## config.mk

```make
export PLATFORM = sky130hd
export DESIGN_NAME = axil_master
export DESIGN_NICKNAME = d
export VERILOG_FILES = /design/src/rtl/axil_master.sv
export SDC_FILE = /design/constraint.sdc
export NUM_CORES = 1
export LEC_CHECK = 0
export CORE_MARGIN = 4
export CORE_UTILIZATION = 27
export CTS_CLUSTER_SIZE = 25
export DETAILED_ROUTE_END_ITERATION = 6
export HOLD_SLACK_MARGIN = 0.12
export PLACE_DENSITY_LB_ADDON = 0.3
export SLEW_MARGIN = 20
export SYNTH_ARGS = -nofsm -noshare
export SYNTH_HDL_FRONTEND = slang
export SYNTH_SLANG_ARGS = --single-unit
```

## constraint.sdc

```tcl
create_clock -name m0_axi_aclk -period 4.51 [get_ports m0_axi_aclk]
set_clock_uncertainty 0.2 [all_clocks]
set_input_delay 1.353 -clock m0_axi_aclk [delete_from_list [all_inputs] [get_ports m0_axi_aclk]]
set_output_delay 1.353 -clock m0_axi_aclk [all_outputs]
set_load 0.02 [all_outputs]
```

## src/rtl/axil_master.sv

```systemverilog
// AXI4-Lite master bridging a simple command/response handshake to one
// outstanding AXI transaction at a time; every AXI-facing output is a flop.
module axil_master #(
   parameter int DATA_WIDTH = 32,
   parameter int ADDR_WIDTH = 8
) (
   input  logic                    m0_axi_aclk,
   input  logic                    m0_axi_aresetn,

   input  logic                    cmd_valid,
   output logic                    cmd_ready,
   input  logic                    cmd_write,
   input  logic [ADDR_WIDTH-1:0]   cmd_addr,
   input  logic [DATA_WIDTH-1:0]   cmd_wdata,
   input  logic [DATA_WIDTH/8-1:0] cmd_wstrb,

   output logic                    rsp_valid,
   input  logic                    rsp_ready,
   output logic                    rsp_write,
   output logic [DATA_WIDTH-1:0]   rsp_rdata,
   output logic [1:0]              rsp_resp,

   output logic [ADDR_WIDTH-1:0]   m0_axi_awaddr,
   output logic                    m0_axi_awvalid,
   input  logic                    m0_axi_awready,

   output logic [DATA_WIDTH-1:0]   m0_axi_wdata,
   output logic [DATA_WIDTH/8-1:0] m0_axi_wstrb,
   output logic                    m0_axi_wvalid,
   input  logic                    m0_axi_wready,

   input  logic [1:0]              m0_axi_bresp,
   input  logic                    m0_axi_bvalid,
   output logic                    m0_axi_bready,

   output logic [ADDR_WIDTH-1:0]   m0_axi_araddr,
   output logic                    m0_axi_arvalid,
   input  logic                    m0_axi_arready,

   input  logic [DATA_WIDTH-1:0]   m0_axi_rdata,
   input  logic [1:0]              m0_axi_rresp,
   input  logic                    m0_axi_rvalid,
   output logic                    m0_axi_rready
);

   typedef enum logic [2:0] {IDLE, WRITE, WRESP, READ, RDATA, RESP} state_t;

   state_t                  state_q;
   logic                    awValid_q, wValid_q, bReady_q, arValid_q, rReady_q;
   logic [ADDR_WIDTH-1:0]   awAddr_q, arAddr_q;
   logic [DATA_WIDTH-1:0]   wData_q;
   logic [DATA_WIDTH/8-1:0] wStrb_q;
   logic                    rspValid_q, rspWrite_q;
   logic [DATA_WIDTH-1:0]   rspRdata_q;
   logic [1:0]              rspResp_q;

   logic awHs, wHs, arHs;

   assign awHs = awValid_q && m0_axi_awready;
   assign wHs  = wValid_q && m0_axi_wready;
   assign arHs = arValid_q && m0_axi_arready;

   // Gated by reset so it reads 0 while held in reset and 1 the moment reset lifts.
   assign cmd_ready = (state_q == IDLE) && m0_axi_aresetn;

   assign m0_axi_awaddr  = awAddr_q;
   assign m0_axi_awvalid = awValid_q;
   assign m0_axi_wdata   = wData_q;
   assign m0_axi_wstrb   = wStrb_q;
   assign m0_axi_wvalid  = wValid_q;
   assign m0_axi_bready  = bReady_q;
   assign m0_axi_araddr  = arAddr_q;
   assign m0_axi_arvalid = arValid_q;
   assign m0_axi_rready  = rReady_q;
   assign rsp_valid      = rspValid_q;
   assign rsp_write      = rspWrite_q;
   assign rsp_rdata      = rspRdata_q;
   assign rsp_resp       = rspResp_q;

   always_ff @(posedge m0_axi_aclk or negedge m0_axi_aresetn) begin
      if (!m0_axi_aresetn) begin
         state_q    <= IDLE;
         awValid_q  <= 1'b0;
         wValid_q   <= 1'b0;
         bReady_q   <= 1'b0;
         arValid_q  <= 1'b0;
         rReady_q   <= 1'b0;
         awAddr_q   <= '0;
         arAddr_q   <= '0;
         wData_q    <= '0;
         wStrb_q    <= '0;
         rspValid_q <= 1'b0;
         rspWrite_q <= 1'b0;
         rspRdata_q <= '0;
         rspResp_q  <= 2'b00;
      end else begin
         case (state_q)
            IDLE: begin
               if (cmd_valid && cmd_ready) begin
                  wData_q <= cmd_wdata;
                  wStrb_q <= cmd_wstrb;
                  if (cmd_write) begin
                     awAddr_q  <= cmd_addr;
                     awValid_q <= 1'b1;
                     wValid_q  <= 1'b1;
                     state_q   <= WRITE;
                  end else begin
                     arAddr_q  <= cmd_addr;
                     arValid_q <= 1'b1;
                     state_q   <= READ;
                  end
               end
            end
            // AW and W retire independently; a dropped VALID marks its channel done.
            WRITE: begin
               if (awHs) awValid_q <= 1'b0;
               if (wHs)  wValid_q  <= 1'b0;
               if ((!awValid_q || awHs) && (!wValid_q || wHs)) begin
                  bReady_q <= 1'b1;
                  state_q  <= WRESP;
               end
            end
            WRESP: begin
               if (m0_axi_bvalid) begin
                  bReady_q   <= 1'b0;
                  rspResp_q  <= m0_axi_bresp;
                  rspWrite_q <= 1'b1;
                  rspRdata_q <= '0;
                  rspValid_q <= 1'b1;
                  state_q    <= RESP;
               end
            end
            READ: begin
               if (arHs) begin
                  arValid_q <= 1'b0;
                  rReady_q  <= 1'b1;
                  state_q   <= RDATA;
               end
            end
            RDATA: begin
               if (m0_axi_rvalid) begin
                  rReady_q   <= 1'b0;
                  rspRdata_q <= m0_axi_rdata;
                  rspResp_q  <= m0_axi_rresp;
                  rspWrite_q <= 1'b0;
                  rspValid_q <= 1'b1;
                  state_q    <= RESP;
               end
            end
            RESP: begin
               if (rsp_ready) begin
                  rspValid_q <= 1'b0;
                  state_q    <= IDLE;
               end
            end
            default: state_q <= IDLE;
         endcase
      end
   end

endmodule

```

==> reports/metrics.cfg <==
[clock_network]
cts_hold_buf=0
cts_buffers=9
cts.path.max_buffers=2
postCtsSetupBuffers=0
clk_latency_ns=0.34
clockRootBuffer=clkbuf_16
cts.sinks=96
htree_levels=3
cts_resized=0
cts_tree=built
path_clk_slew_ns=0.07

[routing]
ant_nets=0
wl_per_cell_um=14.71
drc_errors=0
wl_um=10150
viasPerCell=4.359
initialDrtViolationCount=115
dr.pass1.iters=4
vias=3008

[logic_synthesis]
yosysSeqAreaShare_pct=60.55
synth_area_um2=3968
synth_edf_count=0
synthCells=323
synth_area_leader_cell=dfrtp_1
synthTopCellsByArea=dfrtp_1 (61%), mux2_2 (12%), nand2_1 (7.1%)
synth_top_flop_cell=dfrtp_1
synthArstFlopShare_pct=100.0
syn-num-nets=413
ys_warn_count=0
syn_area_per_cell_um2=12.28
ys_ff_latch=96
synth_top_area_share_pct=60.55
ys_types=33

[grt]
grt_pass1_vias=3176
grt.total_usage_pct=12.19
grt_start_max_net_pins=70
grt_overflow=0
antenna_found_initial=0
grt_pass1_wl_um=16060

[power_and_ir_drop]
p_int_mw=2.781
pwr-share-seq_pct=34.4
powerDensity_nw_per_um2=689.2
p_leak_nw=2.591
swShare_pct=35.49
ir_worst_vdd_mv=0.2845
clkPwrFrac_pct=19.4
p_sw_mw=1.529
p_comb_share_pct=46.2

[placement]
gp_congestion=0.7488
port_buffers=183
place_ws_ns=0.7999
hpwl_um=7529

[timing]
worst_pin_slew_ns=1.005
timing.final.ws_setup_ns=0.8084
setup_viol=0
fin_tns_setup_ns=0
hold_slack_ns=0.2819
final.period_utilization_pct=82.08
hold_violations=0
fin_crit_ns=3.702
slew_headroom_pct=33.00
max_freq_mhz=270.2
rsz0062_at_grt=false
slew_viol_final=0

[worst_setup_path]
cp_slowest_cell=clkdlybuf4s50_1
start_kind=input port
critPathRequiredTime_ns=2.96
crit_family=buffers and inverters
path_buf_inv=2
end_kind=primary output
cp_max_fo=2
cp_cell_sequence=buf_4, and2_1, clkdlybuf4s50_1
slowest_delay_ns=0.60
critical_path_class=input port to primary output
worstPathArrival_ns=2.15

[final_layout]
nets=591
ff_latch_area_um2=2402
n_antenna_cell=0
syn_to_final_growth_pct=57.62
multi_input_area_um2=1416
nFillCells=1354
drive_gt1_share_pct=16.40

[run_status]
status=finished, final reports clean

[die]
start_util_pct=27.40
die_w_um=129.2
fp-row-count=44
dieHeight_um=129.2
core_um2=14480
io_pins=184
dieArea_um2=16700

[hold_path]
worstHoldPathType=flop to flop

[run]
drv_cap=0

-- metal layers --
layer,up-vias,GRT usage (%),wire length (µm)
li1,1459,-,-
met1,1441,14.81,4309
met2,95,20.49,5075
met3,13,2.432,550
met4,0,6.362,214
met5,-,0,0
-- state kept, by name (all words and copies together), names as in the netlist --
register        count
m0_axi_awvalid      1
m0_axi_rready       1
rsp_write           1
state_q             3
m0_axi_araddr       8
rsp_valid           1
m0_axi_awaddr       8
m0_axi_wdata       32
m0_axi_arvalid      1
m0_axi_wstrb        4
m0_axi_bready       1
m0_axi_wvalid       1
rsp_rdata          32
rsp_resp            2
-- power groups by stage --
stage,clock network (mW),registers [mW],logic (mW)
5_1_grt,0.902,1.53,2.13
4_1_cts,0.873,1.49,2.03
3_3_place_gp,0,1.48,2.00
6_report,0.837,1.48,1.99
3_5_place_dp,0,1.50,2.02
2_1_floorplan,0,1.90,0.657
-- through the flow --
stage | utilization, % | total power [mW] | instance area [µm²] | std cells
detailed placement | 40.91 | 3.522 | 5923 | 674
finish | 43.19 | 4.310 | 6254 | 690
CTS | 43.19 | 4.387 | 6254 | 690
global route | 43.19 | 4.567 | 6254 | 690
floorplan | - | 2.556 | 3968 | 323
global placement | 40.90 | 3.480 | 5922 | 674
-- synthesized netlist by cell type, types with 3 or more instances --
| library cell | n |
|---|---|
| nand2_1 | 75 |
| buf_6 | 6 |
| o21ai_0 | 40 |
| mux2_4 | 9 |
| nand2b_1 | 3 |
| mux2_2 | 44 |
| clkbuf_1 | 6 |
| inv_1 | 6 |
| mux2i_1 | 3 |
| and2_1 | 3 |
| dfrtp_1 | 96 |
| buf_2 | 5 |
-- final timing paths --
| kind | start | endpoint | slack (ns) | cells past startpoint |
|---|---|---|---|---|
| worst min-delay path | rsp_rdata[8] | rsp_rdata[8] | 0.28 | 2 |
| worst max register to register | state_q[2] | m0_axi_awaddr[1] | 2.16 | 5 |
| min in group asynchronous | m0_axi_aresetn | m0_axi_araddr[4] | 0.85 | 2 |
| worst min register to register | rsp_rdata[8] | rsp_rdata[8] | 0.28 | 2 |
| max in group asynchronous | m0_axi_aresetn | m0_axi_wdata[1] | 2.09 | 3 |
| worst max-delay path | m0_axi_aresetn | cmd_ready | 0.81 | 3 |
-- worst register-to-register path: cells and delay by family (launching register included) --
kind,cells,cell delay [ns]
mux,1,0.33
flops,1,0.54
simple gates,3,0.73
buf+inv,1,0.43
-- cell type report --
cell class | instances | share of cell area (%)
Clock buffer | 10 | 3.822
Clock inverter | 6 | 1.461
Inverter | 6 | 0.3601
Multi-Input combinational cell | 202 | 22.65
Sequential cell | 96 | 38.42
Tap cell | 184 | 3.681
Timing Repair Buffer | 186 | 29.61
-- layout by cell type, fill, tap and decap left out, types with 3 or more instances in the layout --
cell type / synthesis / layout
clkdlybuf4s50_1: 0 / 182
dfrtp_1: 96 / 96
nand2_1: 75 / 75
mux2_2: 44 / 44
o21ai_0: 40 / 40
mux2_4: 9 / 9
clkbuf_16: 0 / 9
inv_1: 6 / 6
buf_4: 2 / 4
mux2i_1: 3 / 3
nand2b_1: 3 / 3
-- cells by family (layout without fill, tap and decap cells) --
kind of cell	count (synthesis)	in the layout	share of synthesized area, %
flip-flops	96	96	60.55
buffers and inverters	25	208	3.847
AO/OA/AOI/OAI	52	52	7.853
AND/OR/NAND/NOR	94	94	11.10
multiplexers	56	56	16.65
No activity file was read; power rests on OpenSTA's default activity.
